--- config.mk ---
export PLATFORM = sky130hd
export DESIGN_NAME = keypad_scanner
export DESIGN_NICKNAME = d
export VERILOG_FILES = /design/src/rtl/keypad_pkg.sv /design/src/rtl/keypad_sync.sv /design/src/rtl/keypad_scanner.sv
export SDC_FILE = /design/constraint.sdc
export NUM_CORES = 1
export LEC_CHECK = 0
export ABC_AREA = 1
export CAP_MARGIN = 20
export CORE_MARGIN = 3
export CORE_UTILIZATION = 56
export DETAILED_ROUTE_END_ITERATION = 12
export GPL_TIMING_DRIVEN = 0
export MAX_ROUTING_LAYER = met4
export PLACE_DENSITY = 0.77
export SYNTH_ARGS = -nofsm -noshare
export SYNTH_HDL_FRONTEND = slang
export SYNTH_SLANG_ARGS = --single-unit
--- constraint.sdc ---
create_clock -name Clock -period 2.47 [get_ports Clock]
set_input_delay 0.247 -clock Clock [delete_from_list [all_inputs] [get_ports Clock]]
set_output_delay 0.247 -clock Clock [all_outputs]
set_load 0.03 [all_outputs]
--- src/rtl/keypad_pkg.sv ---
// keypad_pkg: shared FSM state type, default timing values and column-drive patterns for the keypad scanner
package keypad_pkg;
  typedef enum logic [1:0] {SCAN, DEBOUNCE, HELD, RELEASE} state_t;
  localparam int DEF_SCAN_DIV = 1000;
  localparam int DEF_DEBOUNCE_CNT = 4;
  localparam logic [3:0] COL0_DRV = 4'b1110;
  localparam logic [3:0] COL1_DRV = 4'b1101;
  localparam logic [3:0] COL2_DRV = 4'b1011;
  localparam logic [3:0] COL3_DRV = 4'b0111;
  function automatic logic [3:0] col_drive(input logic [1:0] c);
    return c == 2'd0 ? COL0_DRV : c == 2'd1 ? COL1_DRV : c == 2'd2 ? COL2_DRV : COL3_DRV;
  endfunction
  function automatic logic [1:0] lowest_low(input logic [3:0] lo);
    return lo[0] ? 2'd0 : lo[1] ? 2'd1 : lo[2] ? 2'd2 : 2'd3;
  endfunction
endpackage

--- src/rtl/keypad_sync.sv ---
// keypad_sync: two-flop synchronizer bringing the asynchronous row lines into the clock domain
module keypad_sync #(
  parameter int WIDTH = 4,
  parameter logic [WIDTH-1:0] RST_VAL = '1
) (
  input  logic             clk,
  input  logic             rst,
  input  logic [WIDTH-1:0] d,
  output logic [WIDTH-1:0] q
);
  logic [WIDTH-1:0] meta_q, sync_q;
  // first stage may go metastable; second stage gives it a cycle to settle
  always_ff @(posedge clk or posedge rst)
    if (rst) begin
      meta_q <= RST_VAL;
      sync_q <= RST_VAL;
    end else begin
      meta_q <= d;
      sync_q <= meta_q;
    end
  assign q = sync_q;
endmodule

--- src/rtl/keypad_scanner.sv ---
// keypad_scanner: 4x4 matrix keypad column scanner with per-dwell debounce, one Valid pulse per confirmed press
module keypad_scanner
  import keypad_pkg::*;
#(
  parameter int SCAN_DIV     = DEF_SCAN_DIV,
  parameter int DEBOUNCE_CNT = DEF_DEBOUNCE_CNT
) (
  input  logic       Clock,
  input  logic       Reset,
  input  logic [3:0] Rows,
  output logic [3:0] Cols,
  output logic [3:0] Code,
  output logic       Valid,
  output logic       Pressed
);
  localparam logic [15:0] DWELL_MAX = 16'(SCAN_DIV - 1);
  localparam logic [3:0]  DEB_MAX   = 4'(DEBOUNCE_CNT);
  logic [3:0]  rows_s, lo;
  logic [15:0] dwell_q, dwell_d;
  state_t      state_q, state_d;
  logic [1:0]  col_q, col_d, row_q, row_d, col_nx, first_row;
  logic [3:0]  deb_q, deb_d, deb_inc, code_q, code_d;
  logic        valid_q, valid_d, pressed_q, pressed_d;
  logic        sample, hit;
  keypad_sync #(.WIDTH(4), .RST_VAL(4'b1111)) u_sync (
    .clk(Clock),
    .rst(Reset),
    .d  (Rows),
    .q  (rows_s)
  );
  assign lo        = ~rows_s;
  assign hit       = lo[row_q];
  assign first_row = lowest_low(lo);
  assign sample    = dwell_q == DWELL_MAX;
  assign col_nx    = col_q + 2'd1;
  assign deb_inc   = deb_q + 4'd1;
  // dwell timer: one sample point every SCAN_DIV cycles
  always_comb dwell_d = sample ? 16'd0 : dwell_q + 16'd1;
  // scan/debounce FSM; every decision is taken only at a sample point
  always_comb begin
    state_d   = state_q;
    col_d     = col_q;
    row_d     = row_q;
    deb_d     = deb_q;
    code_d    = code_q;
    valid_d   = 1'b0;
    pressed_d = pressed_q;
    if (sample) begin
      case (state_q)
        SCAN:
          if (|lo) begin
            row_d = first_row;
            deb_d = 4'd1;
            if (DEB_MAX == 4'd1) begin
              state_d   = HELD;
              code_d    = {first_row, col_q};
              valid_d   = 1'b1;
              pressed_d = 1'b1;
            end else state_d = DEBOUNCE;
          end else col_d = col_nx;
        DEBOUNCE:
          if (!hit) begin
            state_d = SCAN;
            col_d   = col_nx;
          end else if (deb_inc == DEB_MAX) begin
            state_d   = HELD;
            code_d    = {row_q, col_q};
            valid_d   = 1'b1;
            pressed_d = 1'b1;
          end else deb_d = deb_inc;
        HELD:
          if (!hit) begin
            if (DEB_MAX == 4'd1) begin
              state_d   = SCAN;
              pressed_d = 1'b0;
              col_d     = col_nx;
            end else begin
              state_d = RELEASE;
              deb_d   = 4'd1;
            end
          end
        RELEASE:
          if (hit) state_d = HELD;
          else if (deb_inc == DEB_MAX) begin
            state_d   = SCAN;
            pressed_d = 1'b0;
            col_d     = col_nx;
          end else deb_d = deb_inc;
        default: state_d = SCAN;
      endcase
    end
  end
  // state and registered outputs; reset returns to scanning column 0 at once
  always_ff @(posedge Clock or posedge Reset)
    if (Reset) begin
      dwell_q   <= 16'd0;
      state_q   <= SCAN;
      col_q     <= 2'd0;
      row_q     <= 2'd0;
      deb_q     <= 4'd0;
      code_q    <= 4'd0;
      valid_q   <= 1'b0;
      pressed_q <= 1'b0;
    end else begin
      dwell_q   <= dwell_d;
      state_q   <= state_d;
      col_q     <= col_d;
      row_q     <= row_d;
      deb_q     <= deb_d;
      code_q    <= code_d;
      valid_q   <= valid_d;
      pressed_q <= pressed_d;
    end
  assign Cols    = col_drive(col_q);
  assign Code    = code_q;
  assign Valid   = valid_q;
  assign Pressed = pressed_q;
endmodule

==> results of run 1 <==
worst max-delay path by stage:
stage | cells after the start | slack, ps | end
2_1_floorplan | 9 | 1030 | Pressed
3_3_place_gp | 2 | 500 | deb_q[1]
3_5_place_dp | 4 | 830 | Cols[2]
4_1_cts | 4 | 500 | Cols[2]
5_1_grt | 4 | 420 | Cols[1]
6_report | 4 | 520 | Cols[2]
per-stage QoR:
step,power [mW],util (%)
floorplan,0.703,-
global placement,0.717,64.8
detailed placement,0.718,64.8
CTS,1.18,67.4
global route,1.21,67.4
finish,1.16,67.4
power breakdown:
group | internal (mW) | leakage (nW) | switching, mW
combinational | 0.0116 | 0.689 | 0.0222
clock | 0.226 | 0.0434 | 0.231
sequential | 0.666 | 0.517 | 0.00361
Yosys cell counts:
library cell / n / share of area, %
o21ai_2: 2 / 0.79
a211oi_1: 1 / 0.34
nand2_2: 5 / 1.4
nand2_4: 3 / 1.5
nand3_2: 3 / 1.4
o22ai_1: 1 / 0.28
nand2_1: 85 / 14
buf_6: 1 / 0.51
nand3_1: 15 / 3.4
nor3_1: 6 / 1.4
nor3b_1: 1 / 0.34
xor2_1: 4 / 1.6
dfrtp_1: 32 / 36
inv_2: 4 / 0.68
ha_1: 7 / 4.0
o21ai_1: 5 / 1.1
inv_1: 41 / 6.9
nand3b_1: 2 / 0.68
a21oi_1: 3 / 0.68
o21ai_0: 3 / 0.68
dfstp_2: 8 / 9.5
nand4_4: 1 / 0.96
buf_4: 1 / 0.34
nand4_1: 7 / 2.0
nor3_2: 1 / 0.45
nor2_2: 3 / 0.85
nor2_1: 32 / 5.4
nor4_1: 1 / 0.28
nor2_4: 4 / 2.0
final cells by class:
class	instances	area, sq um	share of cell area (%)
flip-flops and latches	40	1010	40.1
plain buffers	2	18.8	0.744
repair buffers	15	150	5.95
clock buffers	6	82.6	3.27
inverters	45	169	6.70
clock inverters	2	15.0	0.595
well taps	48	60.1	2.38
multi-input cells	195	1020	40.3
sequential cells by signal (all words and copies together), names as in the netlist, named ones only:
signal	flops
dwell_q	16
Code	4
deb_q	4
u_sync.meta_q	4
u_sync.q	4
col_q	2
row_q	2
Pressed	1
Valid	1
state_q	1
placed cells by master (no fill, tap or decap), types with 5 or more instances in the layout:
cell type,instances
inv_1,40
o21ai_1,5
clkbuf_8,6
dfstp_2,8
nand2_2,5
inv_2,5
clkdlybuf4s50_1,15
ha_1,7
nor3_1,6
nand2_1,85
dfrtp_1,32
nand4_1,7
nor2_1,32
nand3_1,15
cells by family after synthesis:
logic type               after synthesis  share of synthesized area, %
flip-flops                            40                          45.6
AO/OA/AOI/OAI                         15                          3.90
adder cells (fa/ha/maj)                7                          3.95
buffers and inverters                 47                          8.47
XOR/XNOR                               4                          1.58
AND/OR/NAND/NOR                      169                          36.4
metal layers:
metal	GRT usage, %	vias up
met2	28.3	34
met3	4.86	4
met5	-	-
met1	25.5	787
met4	5.84	0
li1	-	924
==> run summary, run 1 <==
VDD IR max: 0.000423 V
total gr overflow: 0
status: complete, no violations
Core Rows: 22
min Tclk post-route: 1950 ps
initial antenna violation count: 0
DR vias: 1,749
clock skew: 3.80 ps
DRT iter0 DRCs: 113
Slew @ Worst Pin: 802 ps
Core ar.: 3740 sq um
Avg Inst Size Synth: 7.85 sq um
CTS tree: built
Crit Path Max Fanout: 4
max-slew violations: 0
Die Height: 68.9 um
worst path buffer plus inverter count: 3
vias in the first global route: 1,507
clock latency on the worst-skew pair: 290 ps
DR WL met3: 166 um
pre-CTS WS: 830 ps
worst reg2reg setup slack: 830 ps
filler cell count in the final layout: 333
highest routed metal layer: met4
wire length per cell: 10.5 um
#FFs+latches synth: 40
Setup TNS: 0 ps
non-filler cells, final: 353
Met1 Wirelength: 1.86 mm
WP data required: 2220 ps
Crit-path slowest cell: clkdlybuf4s50_1
initial core utilization: 59.2%
clock sink count: 40
pwr dens: 460 nW/um^2
CP endpoint kind: output port
most numerous cell on the critical path: inv_1
Reg-to-Reg End: col_q[1]
Finish-stage setup viols: 0
R2R cell count: 11
Critical Path AT: 1700 ps
vias per inst: 4.95
endpoints failing hold: 0
Distinct cells, synth: 29
RSZ-0062 raised after global routing: no
Worst-path clk slew: 80 ps
post-placement cell area: 2420 sq um
Final HPWL DP: 2.82 mm
static leakage: 1.25 nW
H-tree Lvls: 2
Slew HR: 46.5%
CP Launch Type: register
share of layout cells above drive strength 1: 14.8%
register area share after synthesis: 45.6%
met2 wire len: 1.63 mm
Setup WS post-layout: 521 ps
Hold Slack: 350 ps
Die ar.: 4750 sq um
Max Cap Viol: 0
first-pass GRT wire length: 6.53 mm
GRT Resource Usage Total: 19.0%
Hold-fix buffers, CTS: 0
Post-Syn Area: 2210 sq um
Net Count, Synth: 295
root buffer cell: clkbuf_8
worst hold endpoint: u_sync.meta_q[2]
final instance area: 2520 sq um
post-cts repair resize count: 0
Mapped Cells: 282
ant diodes: 0
crit path launch: col_q[0]
Detail Route Antenna Nets: 0
placed cells: 345
largest net degree at the start of global routing: 41
CTS buffer count: 5
period utilization: 78.9%
TritonRoute pass-1 iters: 4
CP Class: register to output port
worst r2r src: deb_q[0]
Layout area overhead: 13.9%
Critical Path, Cell by Cell: inv_1 -> ha_1 -> inv_1 -> clkdlybuf4s50_1
Die W: 68.9 um
Post CTS Setup Buffer Count: 0
hold depth: 1
DRC: 0
CP peak stage delay: 650 ps
Crit path max-delay family: buffers and inverters
routed wire length: 3.70 mm
PortBufs: 15
Top Ports: 16
clk buf depth: 2
type of the most critical hold path: input pin to register
hold_sp: Rows[2]
routability cong.: 0.869
Fmax: 0.513 GHz
yosys warns: 0
# nets final: 317
Power figures use the tool's default switching activity.
==> inputs of run 2 (changes only) <==
--- a/config.mk
+++ b/config.mk
@@ -8,11 +8,11 @@
 export ABC_AREA = 1
 export CAP_MARGIN = 20
 export CORE_MARGIN = 3
-export CORE_UTILIZATION = 56
+export CORE_UTILIZATION = 52
 export DETAILED_ROUTE_END_ITERATION = 12
 export GPL_TIMING_DRIVEN = 0
 export MAX_ROUTING_LAYER = met4
-export PLACE_DENSITY = 0.77
+export PLACE_DENSITY = 0.75
 export SYNTH_ARGS = -nofsm -noshare
 export SYNTH_HDL_FRONTEND = slang
 export SYNTH_SLANG_ARGS = --single-unit
==> constraint.sdc (replaced) <==
create_clock -name Clock -period 1.7 [get_ports Clock]
set_input_delay 0.17 -clock Clock [delete_from_list [all_inputs] [get_ports Clock]]
set_output_delay 0.17 -clock Clock [all_outputs]
set_load 0.03 [all_outputs]
==> run summary, run 2 (synthesized netlist as in run 1, its figures left out) <==
GRT met3 Usage: 5.05%
GR Layer Usage met2: 26.3%
Setup TNS: 0 ps
GRT Resource Usage Total: 18.1%
WP data required: 1530 ps
initial antenna violation count: 0
status: complete, no violations
Fmax: 0.627 GHz
static leakage: 1.28 nW
DR vias: 1,761
hold depth: 1
routed wire length: 3.98 mm
vias per inst: 4.92
wire length per cell: 11.1 um
Crit path max-delay family: buffers and inverters
vias in the first global route: 1,633
PortBufs: 15
VDD IR max: 0.000686 V
Max Cap Viol: 0
# nets final: 320
first-pass GRT wire length: 7.04 mm
ant diodes: 0
post-layout util: 64.0%
Slew HR: 47.2%
Die Height: 71.3 um
CP Launch Type: register
endpoints failing hold: 0
stages on the worst setup path: 4
most common cell after layout, fill and taps aside: nand2_1
worst path buffer plus inverter count: 3
CP peak stage delay: 400 ps
Critical Path, Cell by Cell: inv_1 -> ha_1 -> inv_1 -> dlygate4sd2_1
CP endpoint kind: output port
CP Class: register to output port
clk buf depth: 2
initial core utilization: 54.6%
most numerous cell on the critical path: inv_1
root buffer cell: clkbuf_8
Detail Route Antenna Nets: 0
CTS buffer count: 5
routability cong.: 0.861
type of the most critical hold path: input pin to register
largest net degree at the start of global routing: 41
Crit-path slowest cell: dfrtp_1
pwr dens: 692 nW/um^2
Die W: 71.3 um
DRT iter0 DRCs: 192
max-slew violations: 0
Core ar.: 4060 sq um
Global Route met1 Usage: 24.3%
post-placement cell area: 2430 sq um
pre-CTS WS: 71.2 ps
Critical Path AT: 1420 ps
Die ar.: 5080 sq um
Top Ports: 16
TritonRoute pass-1 iters: 4
Core Rows: 23
clock skew: 6.81 ps
CTS tree: built
period utilization: 93.8%
share of layout cells above drive strength 1: 18.2%
Final Power: 1.80 mW
min Tclk post-route: 1590 ps
most frequent cells in the layout: nand2_1 (84), inv_1 (39), dfrtp_1 (30), nor2_1 (30), nand3_1 (15)
Setup WS post-layout: 105 ps
Finish-stage setup viols: 0
Worst-path clk slew: 70 ps
total gr overflow: 0
clock sink count: 40
grt peak-use layer: met2
Most flops, register: dwell_q
H-tree Lvls: 2
Slew @ Worst Pin: 791 ps
Final HPWL DP: 2.90 mm
Hold-fix buffers, CTS: 0
max reg flops: 16
R2R cell count: 9
Layout area overhead: 17.2%
clock latency on the worst-skew pair: 300 ps
Crit Path Max Fanout: 4
final instance area: 2600 sq um
DRC: 0
==> run 2: cell count changes in the layout (fill, tap and decap cells not counted), moves of 2 or more <==
cell             delta
nor2_1              -2
dfrtp_1             -2
clkdlybuf4s50_1     -4
dfrtp_2             +2
dlygate4sd2_1       +4
buf_4               +3
==> run 2: cell type report <==
cell class                      count  area (sq um)
Multi-Input combinational cell    195          1050
Clock buffer                        5          68.8
Timing Repair Buffer               18           168
Inverter                           45           169
Fill cell                         343          1460
Tap cell                           50          62.6
Sequential cell                    40          1010
Buffer                              2          18.8
Clock inverter                      3          42.5
==> run 2: path summary, 6_finish.rpt <==
check / from / endpoint / slack (ps)
hold reg to reg: u_sync.meta_q[1] / u_sync.q[1] / 360
max in group asynchronous: Reset / deb_q[0] / 820
setup reg to reg: dwell_q[0] / dwell_q[14] / 130
hold / removal: Rows[3] / u_sync.meta_q[3] / 280
min in group asynchronous: Reset / dwell_q[7] / 340
setup / recovery: col_q[0] / Cols[2] / 110
==> run 2: report_power, final <==
| part | switching [mW] | total (mW) | internal [mW] |
|---|---|---|---|
| logic | 0.0329 | 0.0497 | 0.0168 |
| clock network | 0.339 | 0.773 | 0.434 |
| registers | 0.00538 | 0.974 | 0.968 |
==> run 2: layer usage <==
metal,wire length (um),share of wire [%]
met5,0,0
met4,65,1.6
met3,183,4.6
met2,1810,46
met1,1910,48
==> run 2: timing repair <==
action / 4_1_cts / 5_1_grt
endpoints found under the setup margin: 4 / 19
gates resized for setup: 4 / 11
pin swaps: 0 / 6
buffers inserted: 0 / 3
==> run 2: stage by stage <==
| stage | std cells | hold slack, ps |
|---|---|---|
| floorplan | 282 | 174 |
| global placement | 347 | 346 |
| detailed placement | 347 | 347 |
| CTS | 355 | 263 |
| global route | 358 | 272 |
| finish | 358 | 277 |
==> inputs of run 3 (changes only) <==
--- a/config.mk
+++ b/config.mk
@@ -7,10 +7,9 @@
 export LEC_CHECK = 0
 export ABC_AREA = 1
 export CAP_MARGIN = 20
-export CORE_MARGIN = 3
+export CORE_MARGIN = 2
 export CORE_UTILIZATION = 52
 export DETAILED_ROUTE_END_ITERATION = 12
-export GPL_TIMING_DRIVEN = 0
 export MAX_ROUTING_LAYER = met4
 export PLACE_DENSITY = 0.75
 export SYNTH_ARGS = -nofsm -noshare
==> run summary, run 3 (synthesized netlist as in run 1, its figures left out) <==
Worst-path clk slew: 80 ps
R2R cell count: 10
Final HPWL DP: 2.96 mm
CP Launch Type: register
DRT iter0 DRCs: 79
CTS buffer count: 5
status: complete, no violations
most common cell after layout, fill and taps aside: nand2_1
root buffer cell: clkbuf_8
RSZ-0062 raised after global routing: yes
largest net degree at the start of global routing: 41
vias in the first global route: 1,662
Die W: 69.3 um
DRC: 0
WP data required: 1530 ps
Core ar.: 4060 sq um
CP Class: register to output port
Die ar.: 4800 sq um
Layout area overhead: 19.7%
worst reg2reg setup slack: 110 ps
Reg-to-Reg End: deb_q[0]
Max Cap Viol: 0
first-pass GRT wire length: 6.98 mm
crit path launch: col_q[0]
endpoints failing hold: 0
period utilization: 94.2%
share of layout cells above drive strength 1: 18.1%
Finish-stage setup viols: 0
Detail Route Antenna Nets: 0
type of the most critical hold path: input pin to async pin
most frequent cells in the layout: nand2_1 (84), inv_1 (41), dfrtp_1 (30), nor2_1 (30), nand3_1 (15)
clk buf depth: 2
Slew HR: 73.5%
initial antenna violation count: 0
Hold Slack: 231 ps
pwr dens: 787 nW/um^2
pre-CTS WS: 108 ps
static leakage: 1.31 nW
max-slew violations: 0
Slew @ Worst Pin: 394 ps
GRT Resource Usage Total: 18.6%
Die Height: 69.3 um
Sequential Area: 1010 sq um
clock sink count: 40
ant diodes: 0
max reg flops: 16
Setup WS post-layout: 98.8 ps
wire length per cell: 11.3 um
initial core utilization: 54.6%
total gr overflow: 0
Most flops, register: dwell_q
DR vias: 1,790
CP endpoint kind: output port
Top Ports: 16
routed wire length: 4.06 mm
min Tclk post-route: 1600 ps
Critical Path AT: 1430 ps
crit path capture: Cols[0]
Core Rows: 23
# nets final: 322
PortBufs: 15
final instance area: 2650 sq um
VDD IR max: 0.000786 V
vias per inst: 4.97
clock latency on the worst-skew pair: 280 ps
CTS tree: built
Setup TNS: 0 ps
TritonRoute pass-1 iters: 4
post-placement cell area: 2440 sq um
H-tree Lvls: 2
Final Power: 2.09 mW
routability cong.: 0.912
Fmax: 0.625 GHz
footprint of the multi-input gates: 1040 sq um
worst r2r src: deb_q[0]
Crit Path Max Fanout: 4
filler cell count in the final layout: 347
clock skew: 2.38 ps
==> run 3: cell count changes in the layout (fill, tap and decap cells not counted), sizes merged <==
cell      delta
clkinv       -1
clkinvlp     -1
bufinv       +2
buf          +2
==> run 3: layout make-up <==
class	count	share of cell area, %
multi-input cells	195	39.1
flip-flops and latches	40	38.2
repair buffers	22	7.93
inverters	45	6.37
clock inverters	3	3.40
clock buffers	5	2.60
well taps	50	2.36
==> run 3: layer usage <==
| metal | vias to the layer above | share of wire [%] | global-route usage (%) |
|---|---|---|---|
| li1 | 936 | - | - |
| met1 | 811 | 49 | 24.1 |
| met2 | 39 | 45 | 28.7 |
| met3 | 4 | 4.2 | 4.94 |
| met4 | 0 | 1.0 | 5.88 |
| met5 | - | 0 | - |
==> run 3: report_power, final <==
part | total (mW) | internal (mW) | switching [mW]
combinational | 0.0551 | 0.0213 | 0.0338
clock | 1.06 | 0.734 | 0.324
sequential | 0.973 | 0.968 | 0.00515
==> run 3: critical path, stage by stage (launching register included) <==
cell and delay (ps):
dfrtp_1 410, inv_1 110, ha_1 200, inv_1 40
dlygate4sd2_1 380
==> run 3: per-stage QoR <==
step           utilization (%)  instances
2_1_floorplan                -        282
6_report                  65.3        360
3_5_place_dp              60.2        348
5_1_grt                   65.3        360
4_1_cts                   64.0        356
3_3_place_gp              60.2        348
==> run 3: timing repair <==
action	CTS	global route
pin swaps	0	3
setup endpoints to repair	4	15
hold buffers	0	0
setup buffers	0	4
resized for setup	4	8
==> run 3: worst min-delay path by stage <==
stage	startpoint	end
3_5_place_dp	u_sync.meta_q[3]	u_sync.q[3]
4_1_cts	Reset	dwell_q[1]
6_report	Reset	dwell_q[7]
2_1_floorplan	Rows[0]	u_sync.meta_q[0]
5_1_grt	Reset	dwell_q[1]
3_3_place_gp	u_sync.meta_q[1]	u_sync.q[1]
